===== src/rtl/i2s_receiver.sv =====
// I2S capture: oversampled SCLK/LRCLK/SDIN deserialised into left/right PCM pairs over valid/ready.
// Optional bar-graph peak meter on the left channel when PEAK_METER_EN is defined.
module i2s_receiver #(
    parameter int DATA_W      = 16,
    parameter int SYNC_STAGES = 2
) (
    input  logic              Clk,
    input  logic              Reset,
`ifdef PEAK_METER_EN
    input  logic              Peak_Clear,
    output logic [9:0]        Peak_Level,
`endif
    input  logic              SCLK,
    input  logic              LRCLK,
    input  logic              SDIN,
    input  logic              Ready,
    output logic [DATA_W-1:0] Left_Sample,
    output logic [DATA_W-1:0] Right_Sample,
    output logic              Valid,
    output logic              Overrun,
    output logic              Frame_Err
);

    localparam int CNT_W = $clog2(DATA_W + 1);

    typedef enum logic [1:0] {
        ST_IDLE,
        ST_SHIFT,
        ST_WAIT
    } state_t;

    logic [SYNC_STAGES-1:0] r_sclk_sync;
    logic [SYNC_STAGES-1:0] r_ws_sync;
    logic [SYNC_STAGES-1:0] r_sd_sync;
    logic                   r_sclk_hist;

    state_t                 r_state;
    logic                   r_ws_prev;
    logic                   r_cur_ch;
    logic [CNT_W-1:0]       r_bit_cnt;
    logic [DATA_W-1:0]      r_shift;
    logic [DATA_W-1:0]      r_left_buf;
    logic [DATA_W-1:0]      r_right_buf;
    logic                   r_have_left;
    logic                   r_pair_done;

    logic                   w_sclk_rise;
    logic                   w_ws;
    logic                   w_bit;
    logic                   w_ws_edge;
    logic [DATA_W-1:0]      w_next_word;
    logic [CNT_W-1:0]       w_cnt_next;
    logic                   w_commit;

    assign w_sclk_rise = r_sclk_sync[SYNC_STAGES-1] & ~r_sclk_hist;
    assign w_ws        = r_ws_sync[SYNC_STAGES-1];
    assign w_bit       = r_sd_sync[SYNC_STAGES-1];
    assign w_ws_edge   = w_ws ^ r_ws_prev;
    assign w_next_word = {r_shift[DATA_W-2:0], w_bit};
    assign w_cnt_next  = r_bit_cnt + 1'b1;
    assign w_commit    = r_pair_done & (~Valid | Ready);

    always_ff @(posedge Clk) begin
        if (Reset) begin
            r_sclk_sync <= '0;
            r_ws_sync   <= '0;
            r_sd_sync   <= '0;
            r_sclk_hist <= 1'b0;
        end else begin
            r_sclk_sync <= {r_sclk_sync[SYNC_STAGES-2:0], SCLK};
            r_ws_sync   <= {r_ws_sync[SYNC_STAGES-2:0], LRCLK};
            r_sd_sync   <= {r_sd_sync[SYNC_STAGES-2:0], SDIN};
            r_sclk_hist <= r_sclk_sync[SYNC_STAGES-1];
        end
    end

    // The sclk_rise carrying a ws change still holds the previous slot's LSB,
    // so it only restarts the slot; the MSB is shifted on the following rise.
    always_ff @(posedge Clk) begin
        if (Reset) begin
            r_state     <= ST_IDLE;
            r_ws_prev   <= 1'b0;
            r_cur_ch    <= 1'b0;
            r_bit_cnt   <= '0;
            r_shift     <= '0;
            r_left_buf  <= '0;
            r_right_buf <= '0;
            r_have_left <= 1'b0;
            r_pair_done <= 1'b0;
            Frame_Err   <= 1'b0;
        end else begin
            r_pair_done <= 1'b0;
            Frame_Err   <= 1'b0;
            if (w_sclk_rise) begin
                r_ws_prev <= w_ws;
                case (r_state)
                    ST_IDLE, ST_WAIT: begin
                        if (w_ws_edge) begin
                            r_state   <= ST_SHIFT;
                            r_cur_ch  <= w_ws;
                            r_bit_cnt <= '0;
                            r_shift   <= '0;
                        end
                    end
                    ST_SHIFT: begin
                        if (w_ws_edge) begin
                            Frame_Err   <= 1'b1;
                            r_have_left <= 1'b0;
                            r_cur_ch    <= w_ws;
                            r_bit_cnt   <= '0;
                            r_shift     <= '0;
                        end else begin
                            r_shift   <= w_next_word;
                            r_bit_cnt <= w_cnt_next;
                            if (w_cnt_next == CNT_W'(DATA_W)) begin
                                r_state <= ST_WAIT;
                                if (!r_cur_ch) begin
                                    r_left_buf  <= w_next_word;
                                    r_have_left <= 1'b1;
                                end else if (r_have_left) begin
                                    r_right_buf <= w_next_word;
                                    r_have_left <= 1'b0;
                                    r_pair_done <= 1'b1;
                                end
                            end
                        end
                    end
                    default: r_state <= ST_IDLE;
                endcase
            end
        end
    end

    always_ff @(posedge Clk) begin
        if (Reset) begin
            Left_Sample  <= '0;
            Right_Sample <= '0;
            Valid        <= 1'b0;
            Overrun      <= 1'b0;
        end else if (r_pair_done) begin
            if (w_commit) begin
                Left_Sample  <= r_left_buf;
                Right_Sample <= r_right_buf;
                Valid        <= 1'b1;
            end else begin
                Overrun <= 1'b1;
            end
        end else if (Valid && Ready) begin
            Valid <= 1'b0;
        end
    end

`ifdef PEAK_METER_EN
    logic [DATA_W-1:0] w_mag;
    logic [9:0]        w_lvl;

    // Most-negative input saturates so the magnitude stays representable.
    always_comb begin
        w_mag = r_left_buf;
        if (r_left_buf[DATA_W-1]) begin
            if (r_left_buf == {1'b1, {(DATA_W-1){1'b0}}})
                w_mag = {1'b0, {(DATA_W-1){1'b1}}};
            else
                w_mag = ~r_left_buf + 1'b1;
        end
        w_lvl = '0;
        for (int unsigned k = 0; k < 10; k++)
            w_lvl[k] = (w_mag >> (DATA_W - 11 + k)) != '0;
    end

    always_ff @(posedge Clk) begin
        if (Reset)
            Peak_Level <= '0;
        else if (Peak_Clear)
            Peak_Level <= '0;
        else if (w_commit)
            Peak_Level <= Peak_Level | w_lvl;
    end
`endif

endmodule


===== config.mk =====
export PLATFORM = sky130hd
export DESIGN_NAME = i2s_receiver
export DESIGN_NICKNAME = d
export VERILOG_FILES = /design/src/rtl/i2s_receiver.sv
export SDC_FILE = /design/constraint.sdc
export NUM_CORES = 1
export LEC_CHECK = 0
export ABC_AREA = 0
export CORE_ASPECT_RATIO = 1.4
export CORE_UTILIZATION = 30
export DETAILED_ROUTE_END_ITERATION = 7
export DONT_BUFFER_PORTS = 1
export GPL_ROUTABILITY_DRIVEN = 0
export GPL_TIMING_DRIVEN = 0
export SETUP_SLACK_MARGIN = 0.5
export SYNTH_ARGS = -nofsm -noshare
export SYNTH_HDL_FRONTEND = slang
export SYNTH_SLANG_ARGS = --single-unit

===== constraint.sdc =====
create_clock -name Clk -period 4.7 [get_ports Clk]
set_input_delay 0.705 -clock Clk [delete_from_list [all_inputs] [get_ports Clk]]
set_output_delay 0.705 -clock Clk [all_outputs]
set_load 0.01 [all_outputs]

==> flow_summary.ini, run 1 <==
[place]
dp_slack_ns = 2.63
post_dp_cell_area_mm2 = 0.00385
dpl.hpwl_mm = 5.77
portBuffers = 0

[worst_hold_path]
worstHoldStart = r_ws_sync[0]$_SDFF_PP0_
holdPathStages = 1
min_path_type = reg2reg
min_to = r_ws_sync[1]$_SDFF_PP0_

[clock_network]
hold_buffers = 0
cts_resized = 0
tritoncts = done
clkLatencyLatePin_ns = 0.34
cts_setup_buffers = 0
ctsHtreeMaxLevel = 3
clkSinkCount = 100
path_clk_slew_ns = 0.06
cts_max_path_buffers = 2
cts_made_buffers = 9
root_buffer = clkbuf_16

[logic_synthesis]
syn_area_per_cell_um2 = 9.06
yosysSeqAreaShare = 0.546
synth_cell_types = 37
synth.largest_area_cell = dfxtp_1
yosys-top-cells-area = dfxtp_1 (55%), nand2_1 (12%), mux2i_1 (9.3%)
async_reset_ff_frac = 0
synthCells = 405
synth_flop_cell = dfxtp_1
synthMostInstantiatedCell = nand2_1
syn-num-nets = 412
synthTopCellsByCount = nand2_1 (120), dfxtp_1 (100), a21oi_1 (41)
ys_ff_latch = 100
yosys.area.top_type_share = 0.546
syn_area_mm2 = 0.00367
yosysWarnings = 0
synth-edff-count = 0

[sta]
worst_slack_ns = 2.82
min_period_over_period = 0.400
slew_violations = 0
finalSetupViolations = 0
tns_ns = 0
finalCriticalPeriod_ns = 1.88
whs_ns = 0.436
tightestPinTransition_ns = 0.530
max_freq_ghz = 0.531
rsz0062_at_grt = no
timing.final.hold_violations = 0
skew_ns = 0.00629
max_slew_margin = 0.647

[floorplanning]
ios = 41
dieArea_mm2 = 0.0127
die_y_um = 133
die_width_um = 95.5
initial_core_util = 0.309
core_mm2 = 0.0119
rows = 47

[grt]
antenna_found_initial = 0
grt_overflow = 0
grt_max_degree = 16
grt_pass1_vias = 2627
grt_pass1_wl_mm = 12.4
grt_usage = 0.130

[worst_setup_path]
max_stage_delay_ns = 0.39
worstPathCellList = ha_1, and2_1, clkbuf_1, nand4_2, buf_4, mux2i_1
r2r_cells = 6
crit_type = reg2reg
timing.rr.start = r_bit_cnt[0]$_SDFFE_PP0P_
rrSetupSlack_ns = 2.82
critPathArrivalTime_ns = 2.11
cp_max_fo = 10
required_ns = 4.93
crit_path_end_kind = flip-flop
r2r_end = r_right_buf[9]$_SDFFE_PP0P_
cp-start-kind = flip-flop
slowest_stage = dfxtp_1

[route]
wl_mm = 7.71
wl_per_cell_um = 13.6
routed-wl-met3_um = 283
via_per_inst = 4.74
met2_length_mm = 3.97
firstDrtPassIters = 4
drcViolationCount = 0
via_count = 2694
met1_length_mm = 3.29
initialDrtViolationCount = 114
top_layer = met4
antenna_left = 0

[layout]
area_growth_pct = 13.8
fillerInstances = 1226
multi_input_area_mm2 = 0.00153
n_antenna_cell = 0
final_area_mm2 = 0.00418
layout-drive-gt1-share = 0.0618
register_area_mm2 = 0.00200
layout.nets = 423

[power]
power_leakage_nw = 1.46
ir_drop_mv = 0.176
power_density_mw_per_mm2 = 396

[job]
drv_cap = 0

[run_status]
status = finished clean
-- cell usage in the layout, fill, tap and decap left out, drive strengths merged, types with 2 or more instances in the layout --
| cell | netlist | final |
|---|---|---|
| nand3 | 4 | 4 |
| buf | 7 | 7 |
| a211oi | 4 | 4 |
| a21oi | 41 | 41 |
| nor3b | 2 | 2 |
| and2 | 3 | 3 |
| nand2 | 120 | 120 |
| o21ai | 2 | 2 |
| a22oi | 13 | 13 |
| nor2 | 21 | 21 |
| dfxtp | 100 | 100 |
| mux2i | 34 | 34 |
| nor2b | 11 | 11 |
| clkbuf | 22 | 35 |
| nand2b | 3 | 3 |
| a31oi | 2 | 2 |
-- critical path, delay by kind of cell (launching register included) --
family,cells,cell delay [ns]
buf+inv,2,0.54
simple gates,2,0.47
flops,1,0.39
fa+ha+maj,1,0.23
mux,1,0.13
-- routing by layer --
layer  up-vias  GRT usage
met2        60      0.227
met5         -          0
li1       1373          -
met1      1249      0.146
met4         0     0.0614
met3        12     0.0276
-- final cells by class --
cell class,instances,area share
multi-input combinational,275,0.367
buffer,29,0.0312
clock inverter,3,0.0102
inverter,1,0.000899
clock buffer,13,0.0671
tap,147,0.0441
sequential,100,0.479
-- cell families after synthesis --
logic type	Yosys count	synth area share
AOI/OAI and AO/OA	69	0.115
buffers and inverters	30	0.0365
xor gates and xnor gates	2	0.00682
adders and majority gates	1	0.00341
and+or+nand+nor	169	0.200
muxes	34	0.0928
DFF	100	0.546
-- state kept, by name, indices dropped and copies added (netlist names), 5 cells and up --
register and flops:
Left_Sample 16, Right_Sample 16, r_left_buf 16, r_right_buf 16, r_shift 15, r_bit_cnt 5
-- metrics by stage --
step | power (mW) | std cells | utilization
floorplan | 0.890 | 405 | -
global placement | 0.898 | 552 | 0.324
detailed placement | 0.899 | 552 | 0.324
CTS | 1.67 | 568 | 0.351
global route | 1.71 | 568 | 0.351
finish | 1.65 | 568 | 0.351
-- where the power goes --
group | total, mW | internal [mW] | switching, mW | leakage [nW]
logic | 0.0276 | 0.00579 | 0.0218 | 0.501
registers | 0.851 | 0.850 | 0.00143 | 0.806
clock network | 0.775 | 0.470 | 0.305 | 0.158
total | 1.65 | 1.33 | 0.329 | 1.46
-- worst max-delay path by stage --
stage                              start                     endpoint  slack [ns]  depth (start not counted)
5_1_grt        r_bit_cnt[0]$_SDFFE_PP0P_  r_right_buf[7]$_SDFFE_PP0P_        2.68                          6
3_3_place_gp                       Reset   r_left_buf[9]$_SDFFE_PP0P_        2.66                          6
3_5_place_dp                       Reset  r_left_buf[14]$_SDFFE_PP0P_        2.63                          6
6_report       r_bit_cnt[0]$_SDFFE_PP0P_  r_right_buf[9]$_SDFFE_PP0P_        2.82                          6
2_1_floorplan                      Reset  r_left_buf[10]$_SDFFE_PP0P_        2.97                          6
4_1_cts        r_bit_cnt[0]$_SDFFE_PP0P_  r_right_buf[9]$_SDFFE_PP0P_        2.82                          6
Power figures use the tool's default switching activity.
==> inputs of run 2 (changes only) <==
==> constraint.sdc (replaced) <==
create_clock -name Clk -period 2 [get_ports Clk]
set_input_delay 0.3 -clock Clk [delete_from_list [all_inputs] [get_ports Clk]]
set_output_delay 0.3 -clock Clk [all_outputs]
set_load 0.01 [all_outputs]
==> run 2 against run 1 <==
Utilization grew 3.3 points. Clock power grew 130%. Worst setup slack lost 2.4 ns. Via count grew 5.3%. Routed wire length grew 11%. Die area is the same. Sequential power grew 140%. Worst hold slack lost 0.36 ns. Critical path type unchanged. Highest routed layer unchanged.
==> flow_summary.ini, run 2 (same netlist as run 1, synthesis figures left out) <==
[worst_setup_path]
r2r_cells = 6
cp-start-kind = flip-flop
cp_max_fo = 5
max_stage_delay_ns = 0.35
timing.rr.start = r_state[1]$_SDFFE_PP0P_
critPathArrivalTime_ns = 1.84
rrSetupSlack_ns = 0.43
crit_family = simple AND/OR/NAND/NOR gates
r2r_end = r_left_buf[14]$_SDFFE_PP0P_
worstPathCellList = nand4bb_4, nor2_4, nor4b_4, buf_6, buf_12, mux2i_1
path_buf_inv = 2
crit_path_end_kind = flip-flop
required_ns = 2.27
slowest_stage = dfxtp_1
crit_type = reg2reg

[grt]
grt_max_degree = 19
antenna_found_initial = 0
grt_pass1_vias = 2798
grt_pass1_wl_mm = 13.7
grt_usage = 0.143
grt_overflow = 0

[sta]
max_slew_margin = 0.645
tightestPinTransition_ns = 0.533
max_freq_ghz = 0.638
min_period_over_period = 0.784
whs_ns = 0.0744
rsz0062_at_grt = yes
slew_violations = 0
finalCriticalPeriod_ns = 1.57
timing.final.hold_violations = 0
finalSetupViolations = 0
tns_ns = 0
skew_ns = 0.00777

[clock_network]
tritoncts = done
clkSinkCount = 100
clkLatencyLatePin_ns = 0.35
root_buffer = clkbuf_16
cts_max_path_buffers = 2
ctsHtreeMaxLevel = 3
cts_made_buffers = 9
path_clk_slew_ns = 0.07
hold_buffers = 0

[worst_hold_path]
min_to = r_ws_sync[0]$_SDFF_PP0_
min_path_type = in2reg
holdPathStages = 1
worstHoldStart = LRCLK

[floorplanning]
die_width_um = 95.5
ios = 41
rows = 47
core_mm2 = 0.0119
die_y_um = 133
dieArea_mm2 = 0.0127
initial_core_util = 0.309

[power]
power.share.clock = 0.464
internal_power_mw = 3.01
power_leakage_nw = 1.64
power_density_mw_per_mm2 = 848
switchingPower_mw = 0.869
switching_share = 0.224
combinationalPowerShare = 0.021
power_frac_seq = 0.515
ir_drop_mv = 0.464

[route]
initialDrtViolationCount = 119
wl_per_cell_um = 14.6
wl_mm = 8.59
via_per_inst = 4.82
firstDrtPassIters = 4
via_count = 2837
drcViolationCount = 0
antenna_left = 0

[layout]
fin_util = 0.385
fillerInstances = 1201
final_common_cell = nand2_1
most-common-layout-cells = nand2_1 (118), dfxtp_1 (92), a21oi_1 (41), mux2i_1 (33), nor2_1 (20)
multi_input_area_mm2 = 0.00166
register_area_mm2 = 0.00202
layout-drive-gt1-share = 0.186
n_antenna_cell = 0
area_growth_pct = 24.6
layout.nets = 443

[run_status]
status = finished clean

[place]
portBuffers = 0
dpl.hpwl_mm = 5.95

[job]
drv_cap = 0
-- run 2: changes by cell type in the layout (fill, tap and decap cells not counted), moves of 3 or more --
cell      previous run  this run
clkbuf_1            22        13
dfxtp_1            100        92
clkbuf_8             4         0
buf_6                2         6
a22oi_1             13         9
buf_4                1        14
buf_12               0         3
clkbuf_2             0         5
dfxtp_4              0         4
a22oi_2              0         4
dfxtp_2              0         4
-- run 2: layout make-up --
type                       count  share of cell area
clock buffer                   9              0.0493
sequential                   100               0.442
timing repair buffer          20              0.0463
multi-input combinational    275               0.363
buffer                        29              0.0400
tap                          147              0.0403
clock inverter                 7              0.0181
inverter                       1            0.000821
-- run 2: stage by stage --
| stage | worst slack, ns | cell area [um^2] | power [mW] | instances |
|---|---|---|---|---|
| floorplan | 0.423 | 3690 | 2.09 | 405 |
| global placement | 0.230 | 3880 | 2.11 | 552 |
| detailed placement | 0.174 | 3880 | 2.11 | 552 |
| CTS | 0.463 | 4400 | 3.91 | 580 |
| global route | 0.345 | 4570 | 4.02 | 588 |
| finish | 0.433 | 4570 | 3.87 | 588 |
-- run 2: worst max-delay path by stage --
stage | startpoint | to | cells after the start
after floorplan | r_state[0]$_SDFFE_PP0P_ | r_left_buf[10]$_SDFFE_PP0P_ | 7
after global placement | r_state[0]$_SDFFE_PP0P_ | r_left_buf[14]$_SDFFE_PP0P_ | 7
after detailed placement | r_state[0]$_SDFFE_PP0P_ | r_left_buf[14]$_SDFFE_PP0P_ | 7
after CTS | r_ws_sync[1]$_SDFF_PP0_ | r_left_buf[14]$_SDFFE_PP0P_ | 6
after global routing | r_bit_cnt[4]$_SDFFE_PP0P_ | r_left_buf[9]$_SDFFE_PP0P_ | 6
final | r_state[1]$_SDFFE_PP0P_ | r_left_buf[14]$_SDFFE_PP0P_ | 6
-- run 2: power by group through the flow --
stage	Combinational [mW]	Sequential [mW]	Clock [mW]
floorplan	0.0468	2.05	0
global placement	0.0662	2.05	0
detailed placement	0.0672	2.05	0
CTS	0.0743	2.00	1.83
global route	0.0896	2.00	1.93
finish	0.0811	2.00	1.80
-- run 2: timing repair --
action	in CTS	in global routing
setup buffers	11	7
pin swaps	5	4
gates resized for setup	33	22
setup endpoints to repair	76	71
gates cloned	1	1
-- run 2: per-layer routing --
layer / up-vias / part of all wire / GRT usage
li1: 1417 / - / -
met1: 1345 / 0.40 / 0.155
met2: 59 / 0.54 / 0.254
met3: 16 / 0.036 / 0.0339
met4: 0 / 0.027 / 0.0647
met5: - / 0 / 0
==> inputs of run 3 (changes only) <==
==> constraint.sdc (replaced) <==
create_clock -name Clk -period 1.3 [get_ports Clk]
set_input_delay 0.195 -clock Clk [delete_from_list [all_inputs] [get_ports Clk]]
set_output_delay 0.195 -clock Clk [all_outputs]
set_load 0.01 [all_outputs]
==> run 3 against run 2 <==
The run now ends with negative setup slack left. Clock skew fell by 0.00072 ns. Final area rose by 22%. Highest routed layer unchanged. Largest power group unchanged. Via count rose by 7.0%. Global-route usage rose by 1.1 points.
==> flow_summary.ini, run 3 (same netlist as run 1, synthesis figures left out) <==
[run_status]
status = finished with violations
violations = negative setup slack

[sta]
skew_ns = 0.00706
max_slew_margin = 0.461
rsz0062_at_grt = yes
timing.final.hold_violations = 0
min_period_over_period = 1.24
worst_slack_ns = -0.316
tns_ns = -10.74
finalCriticalPeriod_ns = 1.62
finalSetupViolations = 57
slew_violations = 0
max_freq_ghz = 0.619
tightestPinTransition_ns = 0.809
whs_ns = 0.0351

[layout]
layout-drive-gt1-share = 0.518
final_area_mm2 = 0.00558
final_common_cell = nand2_1
n_antenna_cell = 0
fin_util = 0.470
most-common-layout-cells = nand2_1 (75), dfxtp_1 (54), dfxtp_2 (36), mux2i_1 (34), a21oi_2 (33)
fillerInstances = 1062
area_growth_pct = 52.2
layout.nets = 467

[clock_network]
clkLatencyLatePin_ns = 0.34
ctsHtreeMaxLevel = 3
tritoncts = done
root_buffer = clkbuf_16
cts_max_path_buffers = 2
cts_made_buffers = 9
path_clk_slew_ns = 0.07
clkSinkCount = 100

[worst_setup_path]
required_ns = 1.57
crit_type = reg2reg
crit_path_end_kind = flip-flop
critPathArrivalTime_ns = 1.89
cp-start-kind = flip-flop
cp_max_fo = 10

[power]
internal_power_mw = 4.61
ir_drop_mv = 0.577
switchingPower_mw = 1.25
combinationalPowerShare = 0.031
power_leakage_nw = 2.29
power_density_mw_per_mm2 = 1050
power.share.clock = 0.447
power_frac_seq = 0.521
switching_share = 0.214
total_power_mw = 5.87

[route]
via_per_inst = 4.96
via_count = 3036
initialDrtViolationCount = 139
wl_per_cell_um = 16.4
drcViolationCount = 0
firstDrtPassIters = 4
wl_mm = 10.0
antenna_left = 0

[place]
post_dp_cell_area_mm2 = 0.00404
dpl.hpwl_mm = 6.00
portBuffers = 0

[job]
drv_cap = 0

[floorplanning]
die_width_um = 95.5
die_y_um = 133
rows = 47
core_mm2 = 0.0119
dieArea_mm2 = 0.0127
ios = 41
initial_core_util = 0.309

[grt]
antenna_found_initial = 0
grt_usage = 0.154
grt_overflow = 0
grt_max_degree = 16
grt_pass1_wl_mm = 14.8
grt_pass1_vias = 2998

[worst_hold_path]
min_path_type = in2reg
run 3: cell types whose count changed in the layout (fill, tap and decap cells not counted), sizes merged:
cell / before / now
dlygate4sd3: 0 / 3
inv: 4 / 2
buf: 28 / 51
clkbuf: 30 / 31
clkinvlp: 2 / 1
run 3: metal layers:
layer / vias up / track usage / routed length (um)
met5: - / 0 / 0
met4: 0 / 0.0763 / 304
met3: 23 / 0.0443 / 390
met2: 74 / 0.267 / 5400
met1: 1460 / 0.167 / 3940
li1: 1479 / - / -
run 3: critical path, stage by stage (launching register included):
cell and delay (ns):
dfxtp_4 0.36, nand4b_1 0.24, o21a_1 0.20, nor4b_4 0.23, buf_6 0.16, buf_12 0.14
mux2i_1 0.20
run 3: through the flow:
step | instances | setup WS, ns
after floorplan | 405 | -0.182
after detailed placement | 552 | -0.368
final | 612 | -0.316
after global placement | 552 | -0.310
after global routing | 612 | -0.353
after CTS | 598 | -0.236
run 3: final timing paths:
check / endpoint / startpoint / slack [ns] / cells after the start
max: r_left_buf[15]$_SDFFE_PP0P_ / r_bit_cnt[4]$_SDFFE_PP0P_ / -0.32 / 6
min: Valid$_SDFFE_PP0P_ / Ready / 0.04 / 3
min reg2reg: r_ws_sync[1]$_SDFF_PP0_ / r_ws_sync[0]$_SDFF_PP0_ / 0.44 / 1
max reg2reg: r_left_buf[15]$_SDFFE_PP0P_ / r_bit_cnt[4]$_SDFFE_PP0P_ / -0.32 / 6
run 3: power groups by stage:
stage / clock network [mW] / logic (mW) / registers (mW)
floorplan: 0 / 0.0778 / 3.15
global placement: 0 / 0.107 / 3.15
detailed placement: 0 / 0.110 / 3.15
CTS: 2.67 / 0.160 / 3.08
global route: 2.78 / 0.198 / 3.06
finish: 2.62 / 0.185 / 3.06
run 3: repair_timing:
item                                   4_1_cts  5_1_grt
setup endpoints to repair                  126      127
endpoints found under the hold margin        3        0
hold buffers                                 3        0
cloned                                       6        1
buffers inserted                            21       13
gates resized for setup                    156       91
pin swaps                                   29       32
run 3: area by class of cell:
cell class | count | area, um^2 | area share
sequential | 100 | 2080 | 0.373
multi-input combinational | 275 | 2200 | 0.394
clock inverter | 4 | 48.8 | 0.00874
buffer | 29 | 309 | 0.0554
timing repair buffer | 44 | 517 | 0.0926
inverter | 1 | 3.75 | 0.000672
clock buffer | 12 | 236 | 0.0424
tap | 147 | 184 | 0.0329
